==> src/rtl/wb_pkg.sv <==
// rtl/wb_pkg.sv - shared types and defaults for the write-back queue
package wb_pkg;

    localparam int REG_COUNT_DEF = 32;
    localparam int REG_WIDTH_DEF = 32;

    function automatic int addr_width(input int n);
        return (n > 1) ? $clog2(n) : 1;
    endfunction

    localparam int AW_DEF = $clog2(REG_COUNT_DEF);

    typedef struct packed {
        logic [AW_DEF-1:0]        rd;
        logic [REG_WIDTH_DEF-1:0] data;
    } wb_entry_t;

endpackage

==> src/rtl/wb_fwd_match.sv <==
// rtl/wb_fwd_match.sv - youngest-match search over the queued entries
module wb_fwd_match #(
    parameter int AW    = 5,
    parameter int DW    = 32,
    parameter int DEPTH = 4,
    parameter int PW    = 2,
    parameter int CW    = 3
) (
    input  logic [DEPTH-1:0][AW-1:0] i_rd,
    input  logic [DEPTH-1:0][DW-1:0] i_data,
    input  logic [PW-1:0]            i_head,
    input  logic [CW-1:0]            i_count,
    input  logic [AW-1:0]            i_rs,
    output logic                     o_hit,
    output logic [DW-1:0]            o_data
);

    logic [PW-1:0] w_idx;

    // Walk oldest to youngest so the last match wins.
    always_comb begin
        o_hit  = 1'b0;
        o_data = '0;
        w_idx  = '0;
        for (int i = 0; i < DEPTH; i++) begin
            w_idx = i_head + PW'(i);
            if ((CW'(i) < i_count) && (i_rs != '0) && (i_rd[w_idx] == i_rs)) begin
                o_hit  = 1'b1;
                o_data = i_data[w_idx];
            end
        end
    end

endmodule

==> src/rtl/writeback_queue.sv <==
// rtl/writeback_queue.sv - in-order write-back FIFO with register forwarding
module writeback_queue
    import wb_pkg::*;
#(
    parameter  int REG_COUNT = REG_COUNT_DEF,
    parameter  int REG_WIDTH = REG_WIDTH_DEF,
    parameter  int DEPTH     = 4,
    localparam int AW        = addr_width(REG_COUNT)
) (
    input  logic                 clk,
    input  logic                 rst,
    input  logic                 alu_valid,
    output logic                 alu_ready,
    input  logic [AW-1:0]        alu_rd,
    input  logic [REG_WIDTH-1:0] alu_data,
    input  logic                 ld_valid,
    output logic                 ld_ready,
    input  logic [AW-1:0]        ld_rd,
    input  logic [REG_WIDTH-1:0] ld_data,
    output logic                 we3,
    output logic [AW-1:0]        ad3,
    output logic [REG_WIDTH-1:0] wd3,
    input  logic [AW-1:0]        rs1,
    input  logic [AW-1:0]        rs2,
    output logic                 fwd1_hit,
    output logic                 fwd2_hit,
    output logic [REG_WIDTH-1:0] fwd1_data,
    output logic [REG_WIDTH-1:0] fwd2_data,
    output logic                 full,
    output logic                 empty
);

    localparam int PW = (DEPTH > 1) ? $clog2(DEPTH) : 1;
    localparam int CW = $clog2(DEPTH + 1);
    localparam logic [CW-1:0] C_DEPTH    = CW'(DEPTH);
    localparam logic [CW-1:0] C_DEPTH_M1 = CW'(DEPTH - 1);

    logic [DEPTH-1:0][AW-1:0]        r_rd;
    logic [DEPTH-1:0][REG_WIDTH-1:0] r_data;
    logic [PW-1:0]                   r_head;
    logic [PW-1:0]                   r_tail;
    logic [CW-1:0]                   r_count;

    logic          w_alu_acc;
    logic          w_ld_acc;
    logic          w_alu_enq;
    logic          w_ld_enq;
    logic          w_pop;
    logic [PW-1:0] w_ld_ptr;
    logic [CW-1:0] w_count_next;

    // Ready looks only at the registered count; a same-cycle pop never adds credit.
    assign alu_ready = (r_count < C_DEPTH);
    assign ld_ready  = alu_valid ? (r_count < C_DEPTH_M1) : (r_count < C_DEPTH);
    assign full      = (r_count == C_DEPTH);
    assign empty     = (r_count == '0);

    assign w_alu_acc = alu_valid && alu_ready;
    assign w_ld_acc  = ld_valid && ld_ready;
    assign w_alu_enq = w_alu_acc && (alu_rd != '0);
    assign w_ld_enq  = w_ld_acc && (ld_rd != '0);
    assign w_pop     = !empty;
    assign w_ld_ptr  = r_tail + PW'(w_alu_enq);

    assign w_count_next = r_count + CW'(w_alu_enq) + CW'(w_ld_enq) - CW'(w_pop);

    assign we3 = w_pop && !rst;
    assign ad3 = empty ? '0 : r_rd[r_head];
    assign wd3 = empty ? '0 : r_data[r_head];

    always_ff @(posedge clk) begin
        if (rst) begin
            r_head  <= '0;
            r_tail  <= '0;
            r_count <= '0;
        end else begin
            if (w_pop) begin
                r_head <= r_head + PW'(1);
            end
            r_tail  <= r_tail + PW'(w_alu_enq) + PW'(w_ld_enq);
            r_count <= w_count_next;
        end
    end

    // The ALU result is older than a same-cycle load, so it takes the lower slot.
    always_ff @(posedge clk) begin
        if (w_alu_enq) begin
            r_rd[r_tail]   <= alu_rd;
            r_data[r_tail] <= alu_data;
        end
        if (w_ld_enq) begin
            r_rd[w_ld_ptr]   <= ld_rd;
            r_data[w_ld_ptr] <= ld_data;
        end
    end

    wb_fwd_match #(
        .AW(AW), .DW(REG_WIDTH), .DEPTH(DEPTH), .PW(PW), .CW(CW)
    ) u_fwd1 (
        .i_rd(r_rd), .i_data(r_data), .i_head(r_head), .i_count(r_count),
        .i_rs(rs1), .o_hit(fwd1_hit), .o_data(fwd1_data)
    );

    wb_fwd_match #(
        .AW(AW), .DW(REG_WIDTH), .DEPTH(DEPTH), .PW(PW), .CW(CW)
    ) u_fwd2 (
        .i_rd(r_rd), .i_data(r_data), .i_head(r_head), .i_count(r_count),
        .i_rs(rs2), .o_hit(fwd2_hit), .o_data(fwd2_data)
    );

endmodule

==> config.mk <==
export PLATFORM = sky130hd
export DESIGN_NAME = writeback_queue
export DESIGN_NICKNAME = d
export VERILOG_FILES = /design/src/rtl/wb_pkg.sv /design/src/rtl/wb_fwd_match.sv /design/src/rtl/writeback_queue.sv
export SDC_FILE = /design/constraint.sdc
export NUM_CORES = 1
export LEC_CHECK = 0
export BUFFER_PORTS_ARGS = -buffer_cell sky130_fd_sc_hd__buf_2
export CORE_ASPECT_RATIO = 0.75
export CORE_MARGIN = 5
export CORE_UTILIZATION = 50
export DETAILED_ROUTE_END_ITERATION = 10
export HOLD_SLACK_MARGIN = 0.08
export PLACE_DENSITY = 0.8
export SYNTH_ARGS = -nofsm -noshare
export SYNTH_HDL_FRONTEND = slang
export SYNTH_SLANG_ARGS = --single-unit
==> constraint.sdc <==
create_clock -name clk -period 2.7 [get_ports clk]
set_clock_uncertainty 0.1 [all_clocks]
set_input_delay 0 -clock clk [delete_from_list [all_inputs] [get_ports clk]]
set_output_delay 0 -clock clk [all_outputs]
set_load 0.05 [all_outputs]
==> flow_metrics.env <==
export IMPL_clockBufferDepth=2
export IMPL_rows=50
export IMPL_swShare_pct=53.6
export IMPL_slew_headroom_pct=61.2
export IMPL_worst_setup_path_type="register to output pin"
export IMPL_rsz0062_at_grt="true"
export IMPL_drt_iter0_markers=2406
export IMPL_routed_wl_um=59100
export IMPL_n_antenna_cell=0
export IMPL_worstPathCellList="buf_12 > mux4_2 > a211o_1 > a2111oi_4 > o21ai_2 > nand2_4 > buf_8 > nand3_1 > a31oi_4 > buf_6"
export IMPL_sequentialPowerShare_pct=17.4
export IMPL_power_mw=27.4
export IMPL_dr_pass1_iters=6
export IMPL_gp_congestion=0.957
export IMPL_finalSetupViolCount=67
export IMPL_fin_ws_ps=-635
export IMPL_port_buffers=195
export IMPL_coreArea_mm2=0.0251
export IMPL_p_int_mw=12.7
export IMPL_yosys_top_cells_count="nand2_1 (336), mux2i_1 (325), o21ai_0 (211)"
export IMPL_cts_made_buffers=17
export IMPL_ant_nets=0
export IMPL_power_leakage_nw=8.56
export IMPL_power_density_mw_per_mm2=1380
export IMPL_clk_latency_ps=450
export IMPL_wl_per_cell_um=24.5
export IMPL_avgSynthCellArea_um2=7.54
export IMPL_area_growth_pct=54.6
export IMPL_drv_cap=0
export IMPL_num_vias=16000
export IMPL_nets=2152
export IMPL_synth_cell_types=51
export IMPL_max_vdd_ir_drop_mv=1.46
export IMPL_period_share_pct=124
export IMPL_tightest_slew_ps=582
export IMPL_grt_usage_pct=34.1
export IMPL_drive_gt1_share_pct=34.7
export IMPL_slowest_delay_ps=520
export IMPL_hold_path_class="input port to register"
export IMPL_holdWs_ps=125
export IMPL_synth_area_mm2=0.0128
export IMPL_status="complete, but fails checks"
export IMPL_syn_num_nets=1793
export IMPL_ys_warn_count=0
export IMPL_fin_crit_ps=3340
export IMPL_fmax_mhz=300
export IMPL_synth_top_area_cell="mux2i_1"
export IMPL_synth_main_ff_cell="dfxtp_1"
export IMPL_dp_hpwl_um=31900
export IMPL_violations="negative setup slack"
export IMPL_crit_arrival_ps=3240
export IMPL_post_synth_top_count_cell="nand2_1"
export IMPL_via_per_inst=6.64
export IMPL_cts_root_buf="clkbuf_16"
export IMPL_ys_seq_area_share_pct=24.3
export IMPL_crit_fanout=10
export IMPL_required_ps=2600
export IMPL_ys_ff_latch=155
export IMPL_clkTransAtPathRegs_ps=70
export IMPL_die_x_um=195
export IMPL_async_flop_share_pct=0
export IMPL_die_y_um=149
export IMPL_grt_overflow=0
export IMPL_grt_pass1_vias=14900
export IMPL_comb_power_share_pct=73.8
export IMPL_startpoint_type="register"
export IMPL_synth_top_cell_area_share_pct=25.4
export IMPL_post_route_cell_area_mm2=0.0198
export IMPL_hold_viol_final=0
export IMPL_netSwitchingPower_mw=14.7
export IMPL_cts_tree="built"
export IMPL_initial_core_util_pct=51.0
export IMPL_synthCells=1697
export IMPL_grt_max_degree=75
export IMPL_antenna_found_initial=0
export IMPL_grt_pass1_wl_um=80500
export IMPL_cts_htree_levels=4
export IMPL_synth_area_leaders="mux2i_1 (25%), dfxtp_1 (24%), nand2_1 (9.9%)"
export IMPL_num_io_pins=196
export IMPL_placed_area_mm2=0.0159
export IMPL_cts_sinks=155
export IMPL_pwr_share_clk_pct=8.8
export IMPL_critPathCaptureType="output pin"
export IMPL_cpMaxStageDelayCell="mux4_2"
export IMPL_slew_violations=0
export IMPL_die_area_mm2=0.0289
export IMPL_synth_edf_count=0
export IMPL_drc=0
## what timing repair did
action	4_1_cts	5_1_grt
cloned	6	12
setup endpoints to repair	87	110
hold buffers	102	0
setup buffers	16	15
gates resized for setup	257	170
pin swaps	30	32
endpoints found under the hold margin	155	0
## power by group through the flow
stage | clock [mW] | sequential [mW] | combinational (mW)
2_1_floorplan | 0 | 4.22 | 11.4
3_3_place_gp | 0 | 4.53 | 15.7
3_5_place_dp | 0 | 4.64 | 16.0
4_1_cts | 2.40 | 4.54 | 17.8
5_1_grt | 2.50 | 4.83 | 21.1
6_report | 2.41 | 4.76 | 20.2
## per-stage QoR
stage	worst slack, ps	instances	utilization [%]	TNS (ps)
floorplan	-248	1697	-	-1620
global placement	-196	2224	63.5	-7310
detailed placement	-232	2224	63.5	-9550
CTS	-477	2380	74.2	-28380
global route	-699	2407	78.8	-40260
finish	-635	2407	78.8	-35480
## worst paths after layout
path	from	cells past startpoint	endpoint	slack, ps
worst max-delay path	r_head[0]	10	fwd2_data[25]	-640
worst min-delay path	ld_valid	6	r_tail[0]	130
worst max register to register	r_count[2]	10	r_data[68]	170
worst min register to register	r_data[12]	2	r_data[12]	460
## worst max-delay path, delay by kind of cell, from the launching register on
kind            cells  cell delay (ps)
compound gates      4             1030
buf+inv             3              480
flops               1              380
mux                 1              520
simple gates        2              360
## cell usage in the layout, fill, tap and decap left out, types with 28 or more instances in the layout
master and n:
nand2_1 333, mux2i_1 312, o21ai_0 161, dfxtp_1 153
buf_2 129, buf_4 121, nor2_1 119, dlygate4sd3_1 102
buf_6 78, a21oi_1 42, buf_12 39, o21ai_2 33
mux2_2 32, a31oi_4 30, clkbuf_16 28
## cell families after synthesis
family	after synthesis	share of synthesized area, %
flip-flops	155	24.3
AND/OR/NAND/NOR	583	18.7
XOR/XNOR	47	3.22
multiplexers	375	31.3
adder cells (fa/ha/maj)	8	0.841
AO/OA/AOI/OAI	363	15.8
buffers and inverters	166	5.87
## metal layers
| metal | global-route usage [%] | share of wire [%] |
|---|---|---|
| met2 | 56.2 | 44 |
| met4 | 14.1 | 7.1 |
| met3 | 8.20 | 13 |
| met5 | 0 | 0 |
| met1 | 43.0 | 36 |
## state kept, by name, indices dropped and copies added, names as in the netlist
name / cells
r_head: 2
r_rd: 20
r_data: 128
r_tail: 2
r_count: 3
## layout make-up
type | count | area (um2)
tap | 338 | 423
multi-input combinational | 1377 | 10800
clock buffer | 18 | 439
inverter | 13 | 50.0
sequential | 155 | 3110
timing repair buffer | 492 | 4800
clock inverter | 14 | 133
fill | 1432 | 5310
(Power assumes the default switching activity.)
